[src/rtl/btn_pulse_gen.sv]
// Front-panel button conditioner: synchronise, debounce, edge-detect and
// auto-repeat a raw active-low button into a one-cycle active-low strobe.
module btn_pulse_gen #(
  parameter int unsigned DEBOUNCE_CYCLES = 16,
  parameter bit          REPEAT_EN       = 1'b1,
  parameter int unsigned REPEAT_DELAY    = 500,
  parameter int unsigned REPEAT_PERIOD   = 100,
  parameter int unsigned CNT_W           = 20
) (
  input  logic clk_ctrl,
  input  logic reset_n,
  input  logic btn_n,
  output logic pulse_n,
  output logic pressed,
  output logic held
);

  localparam logic [63:0] CNT_LIMIT = 64'd1 << CNT_W;
  localparam bit PARAMS_OK = (DEBOUNCE_CYCLES >= 1) && (REPEAT_DELAY >= 2) &&
                             (REPEAT_PERIOD >= 2) && (CNT_W >= 1) && (CNT_W <= 32) &&
                             (64'(DEBOUNCE_CYCLES) < CNT_LIMIT) &&
                             (64'(REPEAT_DELAY) < CNT_LIMIT) &&
                             (64'(REPEAT_PERIOD) < CNT_LIMIT);

  generate
    if (!PARAMS_OK) begin : g_param_err
      $error("btn_pulse_gen: parameters out of range for CNT_W");
    end
  endgenerate

  localparam logic [CNT_W-1:0] DB_LAST  = CNT_W'(DEBOUNCE_CYCLES - 1);
  localparam logic [CNT_W-1:0] RD_LAST  = CNT_W'(REPEAT_DELAY - 1);
  localparam logic [CNT_W-1:0] RP_LAST  = CNT_W'(REPEAT_PERIOD - 1);
  localparam logic [CNT_W-1:0] CNT_ZERO = '0;
  localparam logic [CNT_W-1:0] CNT_ONE  = CNT_W'(1);

  typedef enum logic [1:0] {
    S_IDLE    = 2'd0,
    S_PRESSED = 2'd1,
    S_REPEAT  = 2'd2
  } state_t;

  logic             r_sync1;
  logic             r_sync2;
  logic             r_stable;
  logic [CNT_W-1:0] r_db_cnt;
  logic [CNT_W-1:0] r_rep_cnt;
  state_t           r_state;

  state_t           w_state_nxt;
  logic             w_pulse_n_nxt;
  logic             w_held_nxt;
  logic [CNT_W-1:0] w_rep_cnt_nxt;

  // Two-flop synchroniser; idle level is released (1).
  always_ff @(posedge clk_ctrl or negedge reset_n) begin
    if (!reset_n) begin
      r_sync1 <= 1'b1;
      r_sync2 <= 1'b1;
    end else begin
      r_sync1 <= btn_n;
      r_sync2 <= r_sync1;
    end
  end

  // Accept a new level only after DEBOUNCE_CYCLES consecutive differing samples.
  always_ff @(posedge clk_ctrl or negedge reset_n) begin
    if (!reset_n) begin
      r_stable <= 1'b1;
      r_db_cnt <= CNT_ZERO;
    end else if (r_sync2 != r_stable) begin
      if (r_db_cnt == DB_LAST) begin
        r_stable <= r_sync2;
        r_db_cnt <= CNT_ZERO;
      end else begin
        r_db_cnt <= r_db_cnt + CNT_ONE;
      end
    end else begin
      r_db_cnt <= CNT_ZERO;
    end
  end

  always_ff @(posedge clk_ctrl or negedge reset_n) begin
    if (!reset_n) begin
      r_state <= S_IDLE;
    end else begin
      r_state <= w_state_nxt;
    end
  end

  always_comb begin
    w_state_nxt = r_state;
    case (r_state)
      S_IDLE: begin
        if (!r_stable) w_state_nxt = S_PRESSED;
      end
      S_PRESSED: begin
        if (r_stable) begin
          w_state_nxt = S_IDLE;
        end else if (REPEAT_EN && (r_rep_cnt == RD_LAST)) begin
          w_state_nxt = S_REPEAT;
        end
      end
      S_REPEAT: begin
        if (r_stable) w_state_nxt = S_IDLE;
      end
      default: w_state_nxt = S_IDLE;
    endcase
  end

  // A release always beats a strobe that would fall due on the same cycle.
  always_comb begin
    w_pulse_n_nxt = 1'b1;
    w_held_nxt    = 1'b0;
    w_rep_cnt_nxt = r_rep_cnt;
    case (r_state)
      S_IDLE: begin
        if (!r_stable) begin
          w_pulse_n_nxt = 1'b0;
          w_rep_cnt_nxt = CNT_ZERO;
        end
      end
      S_PRESSED: begin
        if (!r_stable && REPEAT_EN) begin
          if (r_rep_cnt == RD_LAST) begin
            w_pulse_n_nxt = 1'b0;
            w_held_nxt    = 1'b1;
            w_rep_cnt_nxt = CNT_ZERO;
          end else begin
            w_rep_cnt_nxt = r_rep_cnt + CNT_ONE;
          end
        end
      end
      S_REPEAT: begin
        if (!r_stable) begin
          w_held_nxt = 1'b1;
          if (r_rep_cnt == RP_LAST) begin
            w_pulse_n_nxt = 1'b0;
            w_rep_cnt_nxt = CNT_ZERO;
          end else begin
            w_rep_cnt_nxt = r_rep_cnt + CNT_ONE;
          end
        end
      end
      default: begin
        w_pulse_n_nxt = 1'b1;
      end
    endcase
  end

  always_ff @(posedge clk_ctrl or negedge reset_n) begin
    if (!reset_n) begin
      pulse_n   <= 1'b1;
      pressed   <= 1'b0;
      held      <= 1'b0;
      r_rep_cnt <= CNT_ZERO;
    end else begin
      pulse_n   <= w_pulse_n_nxt;
      pressed   <= ~r_stable;
      held      <= w_held_nxt;
      r_rep_cnt <= w_rep_cnt_nxt;
    end
  end

endmodule

[config.mk]
export PLATFORM = sky130hd
export DESIGN_NAME = btn_pulse_gen
export DESIGN_NICKNAME = d
export VERILOG_FILES = /design/src/rtl/btn_pulse_gen.sv
export SDC_FILE = /design/constraint.sdc
export NUM_CORES = 1
export LEC_CHECK = 0
export ABC_AREA = 0
export CAP_MARGIN = 20
export CORE_MARGIN = 4
export CORE_UTILIZATION = 40
export CTS_CLUSTER_SIZE = 20
export DETAILED_ROUTE_END_ITERATION = 10
export SLEW_MARGIN = 20
export SYNTH_ARGS = -nofsm -noshare
export SYNTH_HDL_FRONTEND = slang
export SYNTH_SLANG_ARGS = --single-unit
[constraint.sdc]
create_clock -name clk_ctrl -period 5.05 [get_ports clk_ctrl]
set_input_delay 0.505 -clock clk_ctrl [delete_from_list [all_inputs] [get_ports clk_ctrl]]
set_output_delay 0.505 -clock clk_ctrl [all_outputs]
set_load 0.005 [all_outputs]
======== Word level (Yosys, flattened, before mapping) ========
Index checks and enable logic that the tools add are counted.
cells by class
  add/subtract/negate cells ............... 2
  equality and inequality tests ........... 11
  muxes and demuxes ....................... 23
  bitwise logic cells ..................... 1
  reduce and logical (&&, ||, !) cells .... 5
operators with widths
  operator                                                                 count
  20-bit 2-to-1 mux                                                        7
  20-bit one-hot mux with 3 select lines                                   1
  20-bit by 1-bit adder with 20-bit output (second input constant)         2
  20-bit by 4-bit equality test with 1-bit output (second input constant)  1
  20-bit by 7-bit equality test with 1-bit output (second input constant)  1
  20-bit by 9-bit equality test with 1-bit output (second input constant)  1
  1-bit 2-to-1 mux                                                         8
  2-bit 2-to-1 mux                                                         4
  2-bit != test (second input constant)                                    4
  2-bit one-hot mux with 3 select lines                                    1
  4-bit AND reduction                                                      1
  3-bit != test (second input constant)                                    1
  1-bit one-hot mux with 3 select lines                                    1
  3-bit AND reduction                                                      1
  3-bit nonzero test                                                       1
  2-bit by 1-bit equality test with 1-bit output (second input constant)   1
  2-bit equality test (second input constant)                              1
  2-bit logical NOT                                                        1
  1-bit one-hot mux with 2 select lines                                    1
  2-bit AND reduction                                                      1
  1-bit != test                                                            1
  1-bit inverter                                                           1
storage, ports and cells
  register bits ........................... 48
  logic and storage cells ................. 51

======== Depth between registers and ports, before layout ========
  depth in word-level cells ............... 4
  gate-level depth with buffers ........... 9
  mapped depth without buffers ............ 7

======== Worst setup path after synthesis ========
No wires, ideal clock.
  path kind ............................... register to register
  start point ............................. register r_state[0]
  end point ............................... register r_rep_cnt[10]
  arrival time ............................ 1976 ps
  data required time ...................... 4931 ps
  path slack .............................. 2955 ps
  stages on the path, launching flop included .. 10
  path through ............................ dfrtp_1 -> inv_1 -> ha_1 -> buf_6 -> o31a_4 -> or2_0 -> buf_2 -> nor3_4 -> buf_6 -> nor2_1
on the way
  longest elaborated chain between the ends .. 3
ends and longest elaborated chain
  element                                                                 line  source
  from (decl)                                                             48    state_t r_state;
  from (signal assigned)                                                  87    r_state <= w_state_nxt;
  2-bit by 1-bit equality test with 1-bit output (tied with other cells)  116   case (r_state)
  2-bit != test (no line) / 3-bit nonzero test (equally long branches)    n/a
  4-bit AND reduction (no line)                                           n/a
  to (signal assigned)                                                    161   r_rep_cnt <= w_rep_cnt_nxt;
  to (decl)                                                               47    logic [CNT_W-1:0] r_rep_cnt;
Parallel ways exist; a longest one is shown, timed or not.
A chain may end at the register's enable or synchronous reset.

======== Worst setup path in the final report ========
  start point ............................. register r_state[0]
  end point ............................... register r_rep_cnt[3]
The elaborated chain is that of the path after synthesis.

==> results.sh <==
export IMPL_outcome="finished clean"
export IMPL_syn_to_final_growth_pct=7.50
export IMPL_yosysWarnings=0
export IMPL_timing_final_crit_period_ns=2.43
export IMPL_routed_wl_mm=4.52
export IMPL_clk_pin_slew_ns=0.09
export IMPL_num_antenna_cells=0
export IMPL_place_congestion=0.794
export IMPL_cts_buffer_depth=2
export IMPL_grt_max_degree=49
export IMPL_arrival_ns=2.58
export IMPL_worstPathCellList="inv_1 -> ha_1 -> o31a_4 -> or2_0 -> nor3_4 -> nor4_1"
export IMPL_cts_max_level=2
export IMPL_tightest_slew_ns=0.965
export IMPL_ys_top_cells_by_area="dfrtp_1, xor2_1, nor2_1"
export IMPL_netlist_area_leader_share_pct=44.0
export IMPL_slowest_stage="nor3_4"
export IMPL_synth_net_count=266
export IMPL_portBuffers=5
export IMPL_synth_cell_types=40
export IMPL_fin_nets=270
export IMPL_vias=1772
export IMPL_slowest_delay_ns=0.61
export IMPL_cts_tree="yes"
export IMPL_grt_setup_unrepaired="false"
export IMPL_drtPass1Iterations=4
export IMPL_grt_usage_pct=14.1
export IMPL_finalCritPeriodShare_pct=48.2
export IMPL_vias_per_cell=5.26
export IMPL_ios=6
export IMPL_final_cell_mix="nor2_1, dfrtp_1, xor2_1"
export IMPL_synth_async_reset_ratio_pct=100
export IMPL_power_density_nw_per_um2=307
export IMPL_finalPower_mw=0.826
export IMPL_die_y_um=87.1
export IMPL_finalSetupTns_ns=0
export IMPL_die_area_um2=7590
export IMPL_hold_class="in2async"
export IMPL_start_util_pct=41.8
export IMPL_syn_inst=257
export IMPL_wl_per_cell_um=13.4
export IMPL_ant_nets=0
export IMPL_hpwl_mm=3.05
export IMPL_endpoint_kind="register"
export IMPL_grt_overflow_total=0
export IMPL_worst_slack_ns=2.62
export IMPL_detailedPlace_worstSlack_ns=2.58
export IMPL_first_global_vias=1757
export IMPL_cts_sinks=48
export IMPL_cp_max_fo=17
export IMPL_synthFlopType="dfrtp_1"
export IMPL_worst_setup_path_start_kind="register"
export IMPL_die_width_um=87.1
export IMPL_fin_worst_skew_ns=0.0110
export IMPL_rows=28
export IMPL_hold_viol=0
export IMPL_cts_resized=0
export IMPL_leakage_nw=1.14
export IMPL_worstPathRequired_ns=5.20
export IMPL_hold_buffers=0
export IMPL_core_um2=5990
export IMPL_synthesis_area_um2=2500
export IMPL_cts_setup_buffers=0
export IMPL_ys_seq_elements=48
export IMPL_timing_worst_setup_path_type="reg2reg"
export IMPL_cts_made_buffers=5
export IMPL_synth_edff_count=0
export IMPL_antenna_found_initial=0
export IMPL_drcViolationCount=0
export IMPL_cts_root_buf="clkbuf_8"
export IMPL_drive_gt1_share_pct=7.25
export IMPL_slew_limit_headroom_pct=35.2
export IMPL_setup_viol=0
export IMPL_grt_pass1_wl_mm=8.41
export IMPL_worstSkewPairLatency_ns=0.30
export IMPL_drtIter0Drc=58
export IMPL_synth_area_leader_cell="dfrtp_1"
export IMPL_peakVddDrop_mv=0.147
export IMPL_ys_seq_area_share_pct=48.2
export IMPL_syn_avg_cell_area_um2=9.74
export IMPL_drv_slew=0
export IMPL_clock_fmax_ghz=0.411
export IMPL_max_cap_viol_count=0
[worst paths after layout]
| kind | from | end | slack, ns | cells past startpoint |
|---|---|---|---|---|
| setup / recovery | r_state[0] | r_rep_cnt[3] | 2.62 | 6 |
| hold reg to reg | r_sync1 | r_sync2 | 0.37 | 0 |
| max in group asynchronous | reset_n | r_rep_cnt[9] | 4.43 | 1 |
| min in group clk_ctrl | r_sync1 | r_sync2 | 0.37 | 0 |
| hold / removal | reset_n | r_rep_cnt[19] | 0.21 | 1 |
| setup reg to reg | r_state[0] | r_rep_cnt[3] | 2.62 | 6 |
[logic make-up after synthesis]
kind of cell | after synthesis | share of synthesized area (%)
and+or+nand+nor | 134 | 28.0
adders and majority gates | 6 | 3.00
xor gates and xnor gates | 35 | 12.2
buffers and inverters | 15 | 3.45
DFF | 48 | 48.2
muxes | 1 | 0.400
AOI/OAI and AO/OA | 18 | 4.70
[worst max-delay path: cells and delay by family (launching register included)]
family	cells	cell delay, ns
buffers and inverters	1	0.09
adders and majority gates	1	0.30
DFF	1	0.40
and+or+nand+nor	3	1.07
AOI/OAI and AO/OA	1	0.42
[layout make-up]
class / count / area [um^2]
well taps: 75 / 93.8
repair buffers: 5 / 47.5
flip-flops and latches: 48 / 1210
inverters: 7 / 26.3
fillers: 586 / 3300
clock inverters: 1 / 30.0
clock buffers: 7 / 76.3
multi-input cells: 194 / 1210
[state kept, by name, summed over array words and instances (netlist names)]
| signal | flops |
|---|---|
| held | 1 |
| pressed | 1 |
| pulse_n | 1 |
| r_db_cnt | 20 |
| r_rep_cnt | 20 |
| r_stable | 1 |
| r_state | 2 |
| r_sync1 | 1 |
| r_sync2 | 1 |
[layer usage]
| metal | wire length [um] | vias up | global-route usage, % |
|---|---|---|---|
| met5 | 0 | - | 0 |
| li1 | - | 886 | - |
| met4 | 80 | 0 | 5.44 |
| met3 | 131 | 7 | 3.69 |
| met1 | 2370 | 860 | 19.5 |
| met2 | 1940 | 19 | 21.0 |
[cell usage after synthesis, types with 3 or more instances]
master,instances
dfrtp_1,44
nor2_1,44
xor2_1,24
nand2_1,22
nand3_1,19
xnor2_1,11
nand4_1,10
and3_1,9
inv_1,7
o21ai_0,7
ha_1,6
nor4_1,6
dfstp_2,4
nor3_1,4
a21oi_1,3
and4_1,3
buf_6,3
nor2b_1,3
nor4_2,3
[power breakdown]
part / switching [mW] / leakage (nW) / internal [mW]
Combinational: 0.0839 / 0.440 / 0.0441
Sequential: 0.0191 / 0.645 / 0.407
Clock: 0.124 / 0.0524 / 0.148
Total: 0.227 / 1.14 / 0.599
[stage by stage]
step	util, %	instance area (um^2)	instances	hold slack (ns)
3_3_place_gp	43.1	2580	329	0.351
4_1_cts	44.9	2690	337	0.371
6_report	44.9	2690	337	0.208
5_1_grt	44.9	2690	337	0.253
2_1_floorplan	-	2500	257	0.209
3_5_place_dp	43.1	2580	329	0.356
Note: power is estimated with default switching activity, not from simulation.
